**src/rtl/control_types.sv**
```systemverilog
// control_types -- shared control encodings for the core datapath.
//   mem_op_e    : memory operation direction (READ load, WRITE store)
//   lsu_state_e : load/store unit FSM states
//   lsu_size_e  : funct3 size/sign encodings of LOAD/STORE
//   lsu_legal / lsu_misaligned : request screening used in the IDLE state
package control_types;

   typedef enum logic {
      READ  = 1'b0,
      WRITE = 1'b1
   } mem_op_e;

   typedef enum logic [1:0] {
      LSU_IDLE   = 2'd0,
      LSU_ACCESS = 2'd1,
      LSU_RESP   = 2'd2
   } lsu_state_e;

   typedef enum logic [2:0] {
      SZ_B  = 3'b000,
      SZ_H  = 3'b001,
      SZ_W  = 3'b010,
      SZ_BU = 3'b100,
      SZ_HU = 3'b101
   } lsu_size_e;

   // Unsigned sizes only make sense for loads.
   function automatic logic lsu_legal(input mem_op_e op, input logic [2:0] f3);
      case (f3)
         SZ_B, SZ_H, SZ_W: return 1'b1;
         SZ_BU, SZ_HU:     return (op == READ);
         default:          return 1'b0;
      endcase
   endfunction

   function automatic logic lsu_misaligned(input logic [2:0] f3, input logic [1:0] off);
      case (f3)
         SZ_H, SZ_HU: return off[0];
         SZ_W:        return (off != 2'b00);
         default:     return 1'b0;
      endcase
   endfunction

endpackage

```
**src/rtl/lsu_ctrl_if.sv**
```systemverilog
// lsu_ctrl_if -- bundles the core-side LOAD/STORE request/response signals
// and the memory-side request/ack bus of the load/store unit.
//   slave  : the LSU (consumes core requests, drives memory requests)
//   master : the environment (core pipeline plus memory)
interface lsu_ctrl_if;
   import control_types::*;

   // core side
   logic        lsu_req;
   mem_op_e     lsu_wr;
   logic [2:0]  funct3;
   logic [31:0] addr;
   logic [31:0] st_data;
   logic        stall;
   logic [31:0] ld_data;
   logic        ld_vld;
   logic        err;

   // memory side
   logic        mem_req;
   logic        mem_we;
   logic [31:0] mem_addr;
   logic [31:0] mem_wdata;
   logic [3:0]  mem_be;
   logic        mem_ack;
   logic [31:0] mem_rdata;

   modport slave (
      input  lsu_req, lsu_wr, funct3, addr, st_data, mem_ack, mem_rdata,
      output stall, ld_data, ld_vld, err, mem_req, mem_we, mem_addr, mem_wdata, mem_be
   );

   modport master (
      output lsu_req, lsu_wr, funct3, addr, st_data, mem_ack, mem_rdata,
      input  stall, ld_data, ld_vld, err, mem_req, mem_we, mem_addr, mem_wdata, mem_be
   );

endinterface

```
**src/rtl/lsu_align.sv**
```systemverilog
// lsu_align -- combinational lane steering for the load/store unit.
//   f3_i      : funct3 size/sign of the access
//   off_i     : byte offset addr[1:0] within the word
//   st_data_i : store source value
//   rdata_i   : read word returned by memory
//   be_o      : byte enables for the word access
//   wdata_o   : store data replicated across all lanes of its size
//   ld_val_o  : load lane shifted to bit 0 and sign/zero extended
module lsu_align
   import control_types::*;
(
   input  logic [2:0]  f3_i,
   input  logic [1:0]  off_i,
   input  logic [31:0] st_data_i,
   input  logic [31:0] rdata_i,
   output logic [3:0]  be_o,
   output logic [31:0] wdata_o,
   output logic [31:0] ld_val_o
);

   logic [31:0]        lane;
   logic signed [7:0]  lane_b;
   logic signed [15:0] lane_h;
   logic signed [31:0] sext_b;
   logic signed [31:0] sext_h;

   // Replicating store data lets memory pick any lane using only mem_be.
   always_comb begin
      be_o    = 4'b1111;
      wdata_o = st_data_i;
      case (f3_i)
         SZ_B, SZ_BU: begin
            be_o    = 4'b0001 << off_i;
            wdata_o = {4{st_data_i[7:0]}};
         end
         SZ_H, SZ_HU: begin
            be_o    = 4'b0011 << {off_i[1], 1'b0};
            wdata_o = {2{st_data_i[15:0]}};
         end
         default: ;
      endcase
   end

   assign lane   = rdata_i >> {off_i, 3'b000};
   assign lane_b = lane[7:0];
   assign lane_h = lane[15:0];
   assign sext_b = 32'(lane_b);
   assign sext_h = 32'(lane_h);

   always_comb begin
      ld_val_o = lane;
      case (f3_i)
         SZ_B:    ld_val_o = sext_b;
         SZ_H:    ld_val_o = sext_h;
         SZ_BU:   ld_val_o = {24'h000000, lane[7:0]};
         SZ_HU:   ld_val_o = {16'h0000, lane[15:0]};
         default: ;
      endcase
   end

endmodule

```
**src/rtl/lsu_ctrl.sv**
```systemverilog
// lsu_ctrl -- load/store unit controller.
//   clk  : clock, all state on the rising edge
//   rst  : synchronous active-high reset
//   bus  : lsu_ctrl_if.slave -- core request/response and memory bus
// One access at a time: IDLE screens and captures a request, ACCESS holds
// the memory request until ack or TIMEOUT cycles, RESP reports for one cycle.
module lsu_ctrl
   import control_types::*;
#(
   parameter int unsigned TIMEOUT = 255
) (
   input logic       clk,
   input logic       rst,
   lsu_ctrl_if.slave bus
);

   localparam int unsigned CNT_W = ($clog2(TIMEOUT + 1) > 8) ? $clog2(TIMEOUT + 1) : 8;
   localparam logic [CNT_W-1:0] CNT_LAST = CNT_W'(TIMEOUT - 1);

   lsu_state_e       state_q, state_d;
   logic [CNT_W-1:0] cnt_q, cnt_d;
   logic             tout_q, tout_d;
   logic [31:0]      ld_data_q;

   logic [31:0]      addr_q;
   logic [31:0]      sdata_q;
   logic [2:0]       f3_q;
   mem_op_e          wr_q;

   logic             req_ok;
   logic             cap_en;
   logic             ld_en;
   logic [3:0]       be;
   logic [31:0]      wdata;
   logic [31:0]      ld_val;

   assign req_ok = lsu_legal(bus.lsu_wr, bus.funct3) &&
                   !lsu_misaligned(bus.funct3, bus.addr[1:0]);

   lsu_align u_align (
      .f3_i      (f3_q),
      .off_i     (addr_q[1:0]),
      .st_data_i (sdata_q),
      .rdata_i   (bus.mem_rdata),
      .be_o      (be),
      .wdata_o   (wdata),
      .ld_val_o  (ld_val)
   );

   always_comb begin
      state_d     = state_q;
      cnt_d       = cnt_q;
      tout_d      = tout_q;
      cap_en      = 1'b0;
      ld_en       = 1'b0;
      bus.stall   = 1'b0;
      bus.err     = 1'b0;
      bus.ld_vld  = 1'b0;
      bus.mem_req = 1'b0;
      case (state_q)
         LSU_IDLE: begin
            if (bus.lsu_req) begin
               if (req_ok) begin
                  cap_en    = 1'b1;
                  bus.stall = 1'b1;
                  cnt_d     = '0;
                  tout_d    = 1'b0;
                  state_d   = LSU_ACCESS;
               end else begin
                  bus.err = 1'b1;
               end
            end
         end
         LSU_ACCESS: begin
            bus.mem_req = 1'b1;
            bus.stall   = 1'b1;
            // An ack in the last allowed cycle still completes normally.
            if (bus.mem_ack) begin
               ld_en   = (wr_q == READ);
               state_d = LSU_RESP;
            end else if (cnt_q == CNT_LAST) begin
               tout_d  = 1'b1;
               state_d = LSU_RESP;
            end else begin
               cnt_d = cnt_q + 1'b1;
            end
         end
         LSU_RESP: begin
            // The stalled instruction is still presented here; it is not a new request.
            bus.err    = tout_q;
            bus.ld_vld = (wr_q == READ) && !tout_q;
            state_d    = LSU_IDLE;
         end
         default: state_d = LSU_IDLE;
      endcase
   end

   always_ff @(posedge clk) begin
      if (rst) begin
         state_q   <= LSU_IDLE;
         cnt_q     <= '0;
         tout_q    <= 1'b0;
         ld_data_q <= '0;
      end else begin
         state_q <= state_d;
         cnt_q   <= cnt_d;
         tout_q  <= tout_d;
         if (ld_en) begin
            ld_data_q <= ld_val;
         end
      end
   end

   always_ff @(posedge clk) begin
      if (cap_en) begin
         addr_q  <= bus.addr;
         sdata_q <= bus.st_data;
         f3_q    <= bus.funct3;
         wr_q    <= bus.lsu_wr;
      end
   end

   assign bus.mem_addr  = {addr_q[31:2], 2'b00};
   assign bus.mem_wdata = wdata;
   assign bus.mem_we    = bus.mem_req && (wr_q == WRITE);
   assign bus.mem_be    = bus.mem_req ? be : 4'b0000;
   assign bus.ld_data   = ld_data_q;

endmodule

```
**src/flat_wrapper.sv**
```systemverilog
// flat-port wrapper written by rule: the top's interface ports become plain ports
module lsu_ctrl_flat import control_types::*;
#(
   parameter int unsigned TIMEOUT = 255
)
  (clk, rst, bus_lsu_req, bus_lsu_wr, bus_funct3, bus_addr, bus_st_data, bus_mem_ack, bus_mem_rdata, bus_stall, bus_ld_data, bus_ld_vld, bus_err, bus_mem_req, bus_mem_we, bus_mem_addr, bus_mem_wdata, bus_mem_be);
  lsu_ctrl_if bus_i ();
  input logic clk;
  input logic rst;
  input wire logic [$bits(bus_i.lsu_req)-1:0] bus_lsu_req;
  input wire logic [$bits(bus_i.lsu_wr)-1:0] bus_lsu_wr;
  input wire logic [$bits(bus_i.funct3)-1:0] bus_funct3;
  input wire logic [$bits(bus_i.addr)-1:0] bus_addr;
  input wire logic [$bits(bus_i.st_data)-1:0] bus_st_data;
  input wire logic [$bits(bus_i.mem_ack)-1:0] bus_mem_ack;
  input wire logic [$bits(bus_i.mem_rdata)-1:0] bus_mem_rdata;
  output wire logic [$bits(bus_i.stall)-1:0] bus_stall;
  output wire logic [$bits(bus_i.ld_data)-1:0] bus_ld_data;
  output wire logic [$bits(bus_i.ld_vld)-1:0] bus_ld_vld;
  output wire logic [$bits(bus_i.err)-1:0] bus_err;
  output wire logic [$bits(bus_i.mem_req)-1:0] bus_mem_req;
  output wire logic [$bits(bus_i.mem_we)-1:0] bus_mem_we;
  output wire logic [$bits(bus_i.mem_addr)-1:0] bus_mem_addr;
  output wire logic [$bits(bus_i.mem_wdata)-1:0] bus_mem_wdata;
  output wire logic [$bits(bus_i.mem_be)-1:0] bus_mem_be;
  assign bus_i.lsu_req = bus_lsu_req;
  assign bus_i.lsu_wr = bus_lsu_wr;
  assign bus_i.funct3 = bus_funct3;
  assign bus_i.addr = bus_addr;
  assign bus_i.st_data = bus_st_data;
  assign bus_i.mem_ack = bus_mem_ack;
  assign bus_i.mem_rdata = bus_mem_rdata;
  assign bus_stall = bus_i.stall;
  assign bus_ld_data = bus_i.ld_data;
  assign bus_ld_vld = bus_i.ld_vld;
  assign bus_err = bus_i.err;
  assign bus_mem_req = bus_i.mem_req;
  assign bus_mem_we = bus_i.mem_we;
  assign bus_mem_addr = bus_i.mem_addr;
  assign bus_mem_wdata = bus_i.mem_wdata;
  assign bus_mem_be = bus_i.mem_be;
  lsu_ctrl #(.TIMEOUT(TIMEOUT)) u_core (.clk(clk), .rst(rst), .bus(bus_i));
endmodule
```
**config.mk**
```make
export PLATFORM = sky130hd
export DESIGN_NAME = lsu_ctrl_flat
export DESIGN_NICKNAME = d
export VERILOG_FILES = /design/src/rtl/control_types.sv /design/src/rtl/lsu_ctrl_if.sv /design/src/rtl/lsu_align.sv /design/src/rtl/lsu_ctrl.sv /design/src/flat_wrapper.sv
export SDC_FILE = /design/constraint.sdc
export NUM_CORES = 1
export LEC_CHECK = 0
export ABC_AREA = 1
export CAP_MARGIN = 15
export CORE_MARGIN = 3
export CORE_UTILIZATION = 44
export CTS_BUF_LIST = sky130_fd_sc_hd__clkbuf_4 sky130_fd_sc_hd__clkbuf_8 sky130_fd_sc_hd__clkbuf_16
export CTS_CLUSTER_SIZE = 20
export DETAILED_ROUTE_END_ITERATION = 8
export PLACE_DENSITY = 0.89
export SYNTH_ARGS = -nofsm -noshare
export SYNTH_HDL_FRONTEND = slang
export SYNTH_SLANG_ARGS = --single-unit
```
**constraint.sdc**
```tcl
create_clock -name clk -period 3.3 [get_ports clk]
set_clock_uncertainty 0.15 [all_clocks]
set_input_delay 0.66 -clock clk [delete_from_list [all_inputs] [get_ports clk]]
set_output_delay 0.66 -clock clk [all_outputs]
set_load 0.05 [all_outputs]
```
==> flow_summary.ini <==
[outcome]
status = finished clean

[clock_network]
hold_buffers = 0
clockRootBuffer = clkbuf_16
cts_max_level = 3
post_cts_buffers = 0
cts_tree = yes
cts_resized = 0
clk_pin_slew_worst_paths_ns = 0.07
clock_path_buffers = 2
cts_buffers = 9
clkSinkCount = 111
clk_latency_ns = 0.36

[worst_setup_path]
cp_slowest_cell = clkdlybuf4s50_1
start_kind = flip-flop
critPathMaxFanout = 13
cp_common_cell = nand2_1
worstSetupEndpointType = output pin
cp_slowest_stage_delay_ns = 0.80
cp_cell_sequence = inv_2 > nand2_1 > nand2_1 > clkdlybuf4s50_1
reg2regPathDepth = 8
crit_required_ns = 2.49
cp.arrival_ns = 2.03
critPathKind = reg2out

[place]
port_buffers = 206
hpwl_um = 11100
routabilityCongestion = 0.874
dp_cells = 915
place_ws_ns = 0.557

[route]
drt_iter0_drc = 431
wire_per_inst_um = 15.9
vias_per_cell = 5.09
dr.pass1.iters = 5
drt-met1-wl_um = 5690
met2RoutedLength_um = 7590
ant_nets = 0
via_count = 4740
dr_wl_met3_um = 1260
drc = 0
routed_wl_um = 14800
top_layer = met4

[power_and_ir_drop]
peakVddDrop_mv = 0.360
leakagePower_nw = 3.13
switching_share = 0.280
p_seq_frac = 0.469
power.internal_mw = 2.39
power_frac_comb = 0.192
p_switching_mw = 0.930
power_mw = 3.32
power_frac_clock = 0.339
p_per_area_nw_per_um2 = 436

[logic_synthesis]
yosysUniqueCellTypes = 37
netlist_area_um2 = 5370
synth_edf_count = 68
async_flop_share = 0
syn_avg_cell_area_um2 = 8.63
seq_area_frac_synth = 0.540
ys_seq_elements = 111
netlist_instances = 623
yosysWarnings = 0
synth_ff_type = edfxtp_1

[floorplanning]
start_util = 0.461
die_x_um = 117
design.die.area_um2 = 13600
io_pins = 209
core_um2 = 11700
rows = 39
die_h_um = 117

[worst_hold_path]
min_path_cells = 2
hp-class = reg2reg

[cells_and_area]
instances_no_fill = 931
layout-drive-gt1-share = 0.0863
diodes = 0
n_fill_cell = 920
syn_to_final_growth_pct = 41.5
nets = 889

[sta]
min_period_ns = 2.84
rsz0062_at_grt = false
fmax_ghz = 0.353
hold_violations = 0
final-setup-viol-count = 0
setup_slack_ns = 0.464
post-route-period-util = 0.859
setup_tns_ns = 0
slew_viol_final = 0
worst_pin_slew_ns = 0.609
slew_headroom = 0.593

[global_route]
grt-ovfl-total = 0
grt_pass1_wl_um = 23400
grt_max_degree = 69
grt_pass1_vias = 4567
gr-usage-all-layers = 0.227
antenna_found_initial = 0

[flow_run]
cap_violations = 0
==> through the flow <==
step | utilization | area [µm²] | hold slack [ns]
after floorplan | - | 5380 | 0.290
after CTS | 0.652 | 7600 | 0.335
after global placement | 0.626 | 7300 | 0.306
after detailed placement | 0.626 | 7300 | 0.323
final | 0.652 | 7600 | 0.329
after global routing | 0.652 | 7600 | 0.359
==> worst max-delay path: cells and delay by family (launching register included) <==
family                 cells  cell delay, ns
DFF                        1            0.40
and+or+nand+nor            2            0.17
buffers and inverters      2            1.09
==> sequential cells by signal, summed over array words and instances (netlist names) <==
signal              count
u_core.addr_q          32
u_core.sdata_q         32
u_core.f3_q             3
u_core.wr_q             1
u_core.bus.ld_data     32
u_core.state_q          2
u_core.tout_q           1
u_core.cnt_q            8
==> power groups by stage <==
stage                     registers [mW]  clock network (mW)  logic [mW]
after floorplan                     1.61                   0       0.339
after global placement              1.59                   0       0.625
after detailed placement            1.59                   0       0.635
after CTS                           1.56                1.15       0.638
after global routing                1.56                1.20       0.676
final                               1.56                1.12       0.636
==> worst paths after layout <==
kind	startpoint	to	slack, ns
setup / recovery	u_core.f3_q[1]$_DFFE_PP_	bus_mem_wdata[22]	0.46
hold / removal	u_core.tout_q$_SDFFE_PP0P_	u_core.tout_q$_SDFFE_PP0P_	0.33
setup reg to reg	u_core.f3_q[1]$_DFFE_PP_	u_core.bus.ld_data[16]$_SDFFE_PP0P_	1.17
hold reg to reg	u_core.tout_q$_SDFFE_PP0P_	u_core.tout_q$_SDFFE_PP0P_	0.33
==> layout by cell type, fill, tap and decap left out, drive strengths merged, types with 2 or more instances in the layout <==
| cell | count |
|---|---|
| clkdlybuf4s50 | 183 |
| nand2 | 166 |
| nor2 | 77 |
| edfxtp | 68 |
| inv | 60 |
| o21ai | 57 |
| dfxtp | 43 |
| nand3 | 33 |
| a21oi | 32 |
| buf | 31 |
| clkbuf | 9 |
| o211ai | 8 |
| or2 | 3 |
| clkinv | 3 |
| nand4 | 2 |
| ha | 2 |
| conb | 2 |
| nor3 | 2 |
==> Yosys cell counts, types with 2 or more instances <==
cell / count / area [µm²]
a21oi_1: 32 / 160
buf_1: 2 / 7.51
buf_2: 6 / 30.0
buf_4: 43 / 323
buf_6: 6 / 67.6
clkbuf_1: 9 / 33.8
dfxtp_1: 43 / 861
edfxtp_1: 68 / 2040
ha_1: 2 / 25.0
inv_1: 53 / 199
inv_2: 2 / 7.51
inv_4: 2 / 12.5
nand2_1: 161 / 604
nand2_2: 3 / 18.8
nand2_4: 2 / 22.5
nand3_1: 30 / 150
nand3_2: 2 / 20.0
nand4_1: 2 / 12.5
nor2_1: 74 / 278
nor2_4: 2 / 22.5
o211ai_1: 7 / 52.6
o21ai_0: 44 / 220
o21ai_1: 12 / 60.1
or2_2: 3 / 18.8
==> kinds of logic after synthesis <==
| logic type | count (synthesis) | share of synthesized area |
|---|---|---|
| adder cells (fa/ha/maj) | 2 | 0.00466 |
| AO/OA/AOI/OAI | 99 | 0.0983 |
| other | 1 | 0.000698 |
| flip-flops | 111 | 0.540 |
| AND/OR/NAND/NOR | 287 | 0.230 |
| buffers and inverters | 123 | 0.127 |
==> cell type report <==
class / instances / area [µm²] / area share
flip-flops and latches: 111 / 2900 / 0.382
repair buffers: 214 / 2200 / 0.290
multi-input cells: 390 / 1790 / 0.236
clock buffers: 9 / 225 / 0.0296
inverters: 57 / 219 / 0.0288
well taps: 143 / 179 / 0.0235
clock inverters: 7 / 80.1 / 0.0105
==> layer usage <==
layer	vias to the layer above	GRT usage
met5	-	0
li1	2296	-
met4	0	0.0874
met3	18	0.0565
met2	212	0.393
met1	2214	0.271
No activity file was read; power rests on OpenSTA's default activity.
